$ cat config.mk
export PLATFORM = sky130hd
export DESIGN_NAME = ntm_accumulator_flat
export DESIGN_NICKNAME = d
export VERILOG_FILES = /design/src/rtl/ntm_accumulator_pkg.sv /design/src/rtl/ntm_accumulator_if.sv /design/src/rtl/ntm_accumulator.sv /design/src/flat_wrapper.sv
export SDC_FILE = /design/constraint.sdc
export NUM_CORES = 1
export LEC_CHECK = 0
export BUFFER_PORTS_ARGS = -buffer_cell sky130_fd_sc_hd__buf_2
export CAP_MARGIN = 30
export CORE_MARGIN = 8
export CORE_UTILIZATION = 50
export CTS_CLUSTER_SIZE = 24
export DETAILED_ROUTE_END_ITERATION = 8
export PLACE_DENSITY = 0.72
export SYNTH_ARGS = -nofsm -noshare
export SYNTH_HDL_FRONTEND = slang
export SYNTH_SLANG_ARGS = --single-unit
$ cat constraint.sdc
create_clock -name clk -period 2.25 [get_ports clk]
set_clock_uncertainty 0.15 [all_clocks]
set_input_delay 0.225 -clock clk [delete_from_list [all_inputs] [get_ports clk]]
set_output_delay 0.225 -clock clk [all_outputs]
set_load 0.01 [all_outputs]
$ cat src/rtl/ntm_accumulator_pkg.sv
// ntm_accumulator_pkg
// Holds the shared definitions for the frame accumulator that sits after ntm_design:
//   - NTM_DATA_W : default sample width, which is the width of ntm_design.out.
//   - NTM_COUNT  : default number of samples in one full frame.
//   - ntm_acc_state_t : control states. ACCUM builds a frame; HOLD presents a result.
package ntm_accumulator_pkg;

  localparam int NTM_DATA_W = 9;
  localparam int NTM_COUNT  = 4;

  typedef enum logic {
    ACCUM = 1'b0,
    HOLD  = 1'b1
  } ntm_acc_state_t;

endpackage

$ cat src/rtl/ntm_accumulator_if.sv
// ntm_accumulator_if
// Carries the sample stream into the frame accumulator and the frame result out of it.
//   Input side  : in_valid, in_ready, in_data[DATA_W], flush
//   Output side : out_valid, out_ready, out_data[ACC_W], out_count[CNT_W]
// Modports:
//   slave  : the accumulator's own view of the bus.
//   master : the view of the producer and consumer that surround the accumulator.
interface ntm_accumulator_if #(
  parameter int DATA_W = ntm_accumulator_pkg::NTM_DATA_W,
  parameter int COUNT  = ntm_accumulator_pkg::NTM_COUNT,
  parameter int ACC_W  = DATA_W + $clog2(COUNT),
  parameter int CNT_W  = $clog2(COUNT + 1)
);

  logic              in_valid;
  logic              in_ready;
  logic [DATA_W-1:0] in_data;
  logic              flush;
  logic              out_valid;
  logic              out_ready;
  logic [ACC_W-1:0]  out_data;
  logic [CNT_W-1:0]  out_count;

  modport slave (
    input  in_valid, in_data, flush, out_ready,
    output in_ready, out_valid, out_data, out_count
  );

  modport master (
    output in_valid, in_data, flush, out_ready,
    input  in_ready, out_valid, out_data, out_count
  );

endinterface

$ cat src/rtl/ntm_accumulator.sv
// ntm_accumulator
// Adds COUNT consecutive unsigned samples into one frame total. The total and its
// sample count are then held on a valid/ready output until the consumer takes them.
// The flush input closes a partial frame early.
// Ports:
//   clk : the rising-edge clock.
//   rst : synchronous reset, active high. It discards the partial frame and any pending result.
//   bus : the ntm_accumulator_if slave modport. It carries the sample input and the frame output.
module ntm_accumulator
  import ntm_accumulator_pkg::*;
#(
  parameter int DATA_W = NTM_DATA_W,
  parameter int COUNT  = NTM_COUNT,
  parameter int ACC_W  = DATA_W + $clog2(COUNT),
  parameter int CNT_W  = $clog2(COUNT + 1)
) (
  input  logic                clk,
  input  logic                rst,
  ntm_accumulator_if.slave    bus
);

  ntm_acc_state_t   state_p0, state_nxt;
  logic [ACC_W-1:0] acc_p0, acc_nxt, sum;
  logic [CNT_W-1:0] cnt_p0, cnt_nxt, cnt_inc;
  logic [ACC_W-1:0] out_data_p1, out_data_nxt;
  logic [CNT_W-1:0] out_count_p1, out_count_nxt;
  logic             accept, emit, close;

  // Zero-extends a sample to the accumulator width. ACC_W leaves room for COUNT
  // full-scale samples, so the sum never needs saturation.
  function automatic logic [ACC_W-1:0] zext(input logic [DATA_W-1:0] d);
    return {{(ACC_W-DATA_W){1'b0}}, d};
  endfunction

  // In HOLD, the block can take a new sample only in the cycle where the result leaves.
  // The new sample then starts the next frame, so back-to-back frames have no bubble.
  assign bus.in_ready  = rst ? 1'b0 : ((state_p0 == ACCUM) ? 1'b1 : bus.out_ready);
  assign bus.out_valid = (state_p0 == HOLD);
  assign bus.out_data  = out_data_p1;
  assign bus.out_count = out_count_p1;

  assign accept  = bus.in_valid & bus.in_ready;
  assign emit    = bus.out_valid & bus.out_ready;
  assign sum     = acc_p0 + zext(bus.in_data);
  assign cnt_inc = cnt_p0 + CNT_W'(1);
  // A flush closes the frame only if the frame would hold at least one sample.
  assign close   = (accept && (cnt_inc == CNT_W'(COUNT))) ||
                   (bus.flush && ((cnt_p0 != '0) || accept));

  always_comb begin
    state_nxt     = state_p0;
    acc_nxt       = acc_p0;
    cnt_nxt       = cnt_p0;
    out_data_nxt  = out_data_p1;
    out_count_nxt = out_count_p1;
    case (state_p0)
      ACCUM: begin
        if (accept) begin
          acc_nxt = sum;
          cnt_nxt = cnt_inc;
        end
        if (close) begin
          out_data_nxt  = accept ? sum : acc_p0;
          out_count_nxt = accept ? cnt_inc : cnt_p0;
          acc_nxt       = '0;
          cnt_nxt       = '0;
          state_nxt     = HOLD;
        end
      end
      HOLD: begin
        // Flush is ignored here. A sample accepted during the emit always opens a new frame.
        if (emit) begin
          state_nxt = ACCUM;
          acc_nxt   = accept ? zext(bus.in_data) : '0;
          cnt_nxt   = accept ? CNT_W'(1) : '0;
        end
      end
      default: state_nxt = ACCUM;
    endcase
  end

  always_ff @(posedge clk) begin
    if (rst) state_p0 <= ACCUM;
    else     state_p0 <= state_nxt;
  end

  // p0: running frame sum and count; p1: output register for the closed frame
  always_ff @(posedge clk) begin
    if (rst) begin
      acc_p0       <= '0;
      cnt_p0       <= '0;
      out_data_p1  <= '0;
      out_count_p1 <= '0;
    end else begin
      acc_p0       <= acc_nxt;
      cnt_p0       <= cnt_nxt;
      out_data_p1  <= out_data_nxt;
      out_count_p1 <= out_count_nxt;
    end
  end

endmodule
$ cat src/flat_wrapper.sv
// flat-port wrapper written by rule: the top's interface ports become plain ports
module ntm_accumulator_flat import ntm_accumulator_pkg::*;
#(
  parameter int DATA_W = NTM_DATA_W,
  parameter int COUNT  = NTM_COUNT,
  parameter int ACC_W  = DATA_W + $clog2(COUNT),
  parameter int CNT_W  = $clog2(COUNT + 1)
)
  (clk, rst, bus_in_valid, bus_in_data, bus_flush, bus_out_ready, bus_in_ready, bus_out_valid, bus_out_data, bus_out_count);
  ntm_accumulator_if #(.DATA_W(DATA_W), .COUNT(COUNT), .ACC_W(ACC_W), .CNT_W(CNT_W)) bus_i ();
  input  logic clk;
  input  logic rst;
  input wire logic [$bits(bus_i.in_valid)-1:0] bus_in_valid;
  input wire logic [$bits(bus_i.in_data)-1:0] bus_in_data;
  input wire logic [$bits(bus_i.flush)-1:0] bus_flush;
  input wire logic [$bits(bus_i.out_ready)-1:0] bus_out_ready;
  output wire logic [$bits(bus_i.in_ready)-1:0] bus_in_ready;
  output wire logic [$bits(bus_i.out_valid)-1:0] bus_out_valid;
  output wire logic [$bits(bus_i.out_data)-1:0] bus_out_data;
  output wire logic [$bits(bus_i.out_count)-1:0] bus_out_count;
  assign bus_i.in_valid = bus_in_valid;
  assign bus_i.in_data = bus_in_data;
  assign bus_i.flush = bus_flush;
  assign bus_i.out_ready = bus_out_ready;
  assign bus_in_ready = bus_i.in_ready;
  assign bus_out_valid = bus_i.out_valid;
  assign bus_out_data = bus_i.out_data;
  assign bus_out_count = bus_i.out_count;
  ntm_accumulator #(.DATA_W(DATA_W), .COUNT(COUNT), .ACC_W(ACC_W), .CNT_W(CNT_W)) u_core (.clk(clk), .rst(rst), .bus(bus_i));
endmodule
==> impl_results.md <==
- Min Tclk post-route: 2190 ps
- Detail Route Antenna Nets: 0
- Deepest clock path buffer count: 2
- Setup CP Type: reg -> reg
- Max-cap violations: 0
- Post-Layout Cell Count: between 300 and 400
- Endpoint class of the critical path: flip-flop
- I/O pins: 30
- Placed Cells: 320
- DIE AREA: just under 6000 um^2
- Top cell type's share of synthesized area: 31.2%
- #FFs+latches synth: 29
- Final #Nets: around 310
- Async S/R FF share, synth: 0%
- First-pass GRT wire length: between 8000 and 9000 um
- Status: finished clean
- DR iter-0 viols: ~120
- Register area share after synthesis: 31.2%
- Setup ws final: between 60 and 70 ps
- Netlist Area Pre-Place: 1860 um^2
- Routed vias/inst: just under 6
- CP max FO: 4
- Routed WL: between 5000 and 6000 um
- Leakage: 0.00102 uW
- Total CTS buffers: 5
- Initial antenna violation count: 0
- Peak supply drop: 414 uV
- Routed vias: between 1.5k and 2k
- Final Total Pwr: roughly 1700 uW
- Clk root buf: clkbuf_8
- DR pass1 iterations: 5
- Netlist cell types: 52
- Worst hold path type: in -> reg
- Worst-Skew Late Latency: around 290 ps
- Seq. cell area: between 500 and 600 um^2
- Die width: 77 um
- Placement Setup Slack: 4.53 ps
- Relative slew slack: 71.0%
- P&R area growth vs syn: 24.6%
- H-Tree Depth: 2
- Fin area: 2320 um^2
- Post-synth top cells: dfxtp_1 (29), nor2_1 (28), nand2_1 (25)
- Post-Syn Nets: 264
- Vias in the first global route: 1841
- Core Area: around 3600 um^2
- Fin. Hold Viols: 0
- Gpl congestion: ~0.84
- EDFF count, synth: 0
- Total GRT Usage: 17.2%
- N_diodes: 0
- Global route overflow: 0
- Area after DPL: 2130 um^2
- Avg Cell Area, Syn: slightly below 8 um^2
- Share of layout cells above drive strength 1: around a quarter
- Final period utilization: 97.3%
- F_max: 0.457 GHz
- Count leader, synth: dfxtp_1
- Fill cells: 355
- Remaining DRCs: 0
- Final setup vio count: 0
- Max-slew violations: 0
- Clock Pin Slew Worst Setup and Hold Paths: around 60 ps
- Largest cells by area after synthesis: dfxtp_1 (31%), ha_1 (8.1%), nor2_1 (5.6%)
- Startpoint Class: flip-flop
- Cells after synthesis: 237
- DP HPWL: 3630 um
- Rows: 22
- CP arrival: 2260 ps
- Die H: 77 um
- Main synth FF type: dfxtp_1
- CP required: 2320 ps
- Area occupied by multi-input gates: 1220 um^2
- Area leader, netlist: dfxtp_1
- Synth warn: 0
- Largest net degree at the start of global routing: 20
- Clk sinks: 29
- Number of port buffers: 29
- CTS tree: yes
- Worst slew pin tran: around 430 ps
- Initial core utilization: between 50% and 60%
- Wire per inst: 15.5 um
- PD cells: between 700 and 800 nW/um^2
[power breakdown]
| group | leakage [uW] | internal, uW | switching, uW |
|---|---|---|---|
| Combinational | 0.000711 | 184 | 257 |
| Sequential | 0.000237 | 556 | 33.8 |
| Clock | 0.0000681 | 440 | 213 |
| Total | 0.00102 | 1180 | 503 |
[flip-flops by register name (all words and copies together) (netlist names)]
| name | count |
|---|---|
| u_core.acc_p0 | 11 |
| u_core.bus.out_count | 3 |
| u_core.bus.out_valid | 1 |
| u_core.bus.out_data | 11 |
| u_core.cnt_p0 | 3 |
[stage by stage]
stage / TNS, ps / hold slack (ps) / util [%]
2_1_floorplan: 0 / 223 / -
3_3_place_gp: 0 / 291 / 58.7
3_5_place_dp: 0 / 297 / 58.7
5_1_grt: -38.7 / 20.7 / 63.8
6_report: 0 / 21.7 / 63.8
4_1_cts: 0 / 12.2 / 62.6
[cells in the final DEF, fill, tap and decap left out, drive strengths merged, types with 3 or more instances in the layout]
master  count
a211oi      5
dfxtp      29
nand2      25
clkbuf      5
inv         9
nor3        5
a222oi      5
o21ai      23
a31oi       3
buf        48
a21oi      19
nand2b      6
xor2        5
ha         12
or4         3
nor2       30
nand4       3
nand3      10
[worst max-delay path, stage by stage (launching register included)]
cell and delay [ps]:
dfxtp_2 340, ha_4 160, inv_1 70, fa_2 200
nand2b_4 140, a21oi_4 60, buf_6 130, or4_1 460
nand4_1 150, buf_4 130, nor2_1 30, nor2_1 100
[cell type report]
cell class | count | share of cell area (%)
clock buffer | 5 | 2.97
clock inverter | 3 | 2.81
inverter | 9 | 1.46
multi-input combinational | 187 | 52.5
sequential | 29 | 25.1
tap | 48 | 2.59
timing repair buffer | 48 | 12.6
[path summary, 6_finish.rpt]
check / from / end / cells past startpoint / slack [ps]
worst max-delay path: u_core.acc_p0[0] / u_core.bus.out_data[6] / 11 / 60
worst min-delay path: rst / u_core.bus.out_data[7] / 2 / 20
worst max register to register: u_core.acc_p0[0] / u_core.bus.out_data[6] / 11 / 60
worst min register to register: u_core.bus.out_data[1] / u_core.bus.out_data[1] / 2 / 300
[logic make-up after synthesis]
kind of cell               synth area share (%)
adders and majority gates                  9.15
buffers and inverters                      5.58
DFF                                        31.2
muxes                                     0.538
AOI/OAI and AO/OA                          27.3
and+or+nand+nor                            23.4
xor gates and xnor gates                   2.82
[per-layer routing]
| layer | up-vias | global-route usage (%) | routed length (um) |
|---|---|---|---|
| met1 | 898 | 21.0 | 2260 |
| li1 | 955 | - | - |
| met3 | 7 | 5.48 | 375 |
| met2 | 69 | 27.9 | 2410 |
| met5 | - | 0 | 0 |
| met4 | 0 | 5.66 | 63 |
[repair_timing]
item                       CTS  global route
buffers inserted             0             1
gates resized for setup      1             9
setup endpoints to repair    1             6
gates cloned                 0             0
hold buffers                 0             0
pin swaps                    1             1
Power figures use the tool's default switching activity.
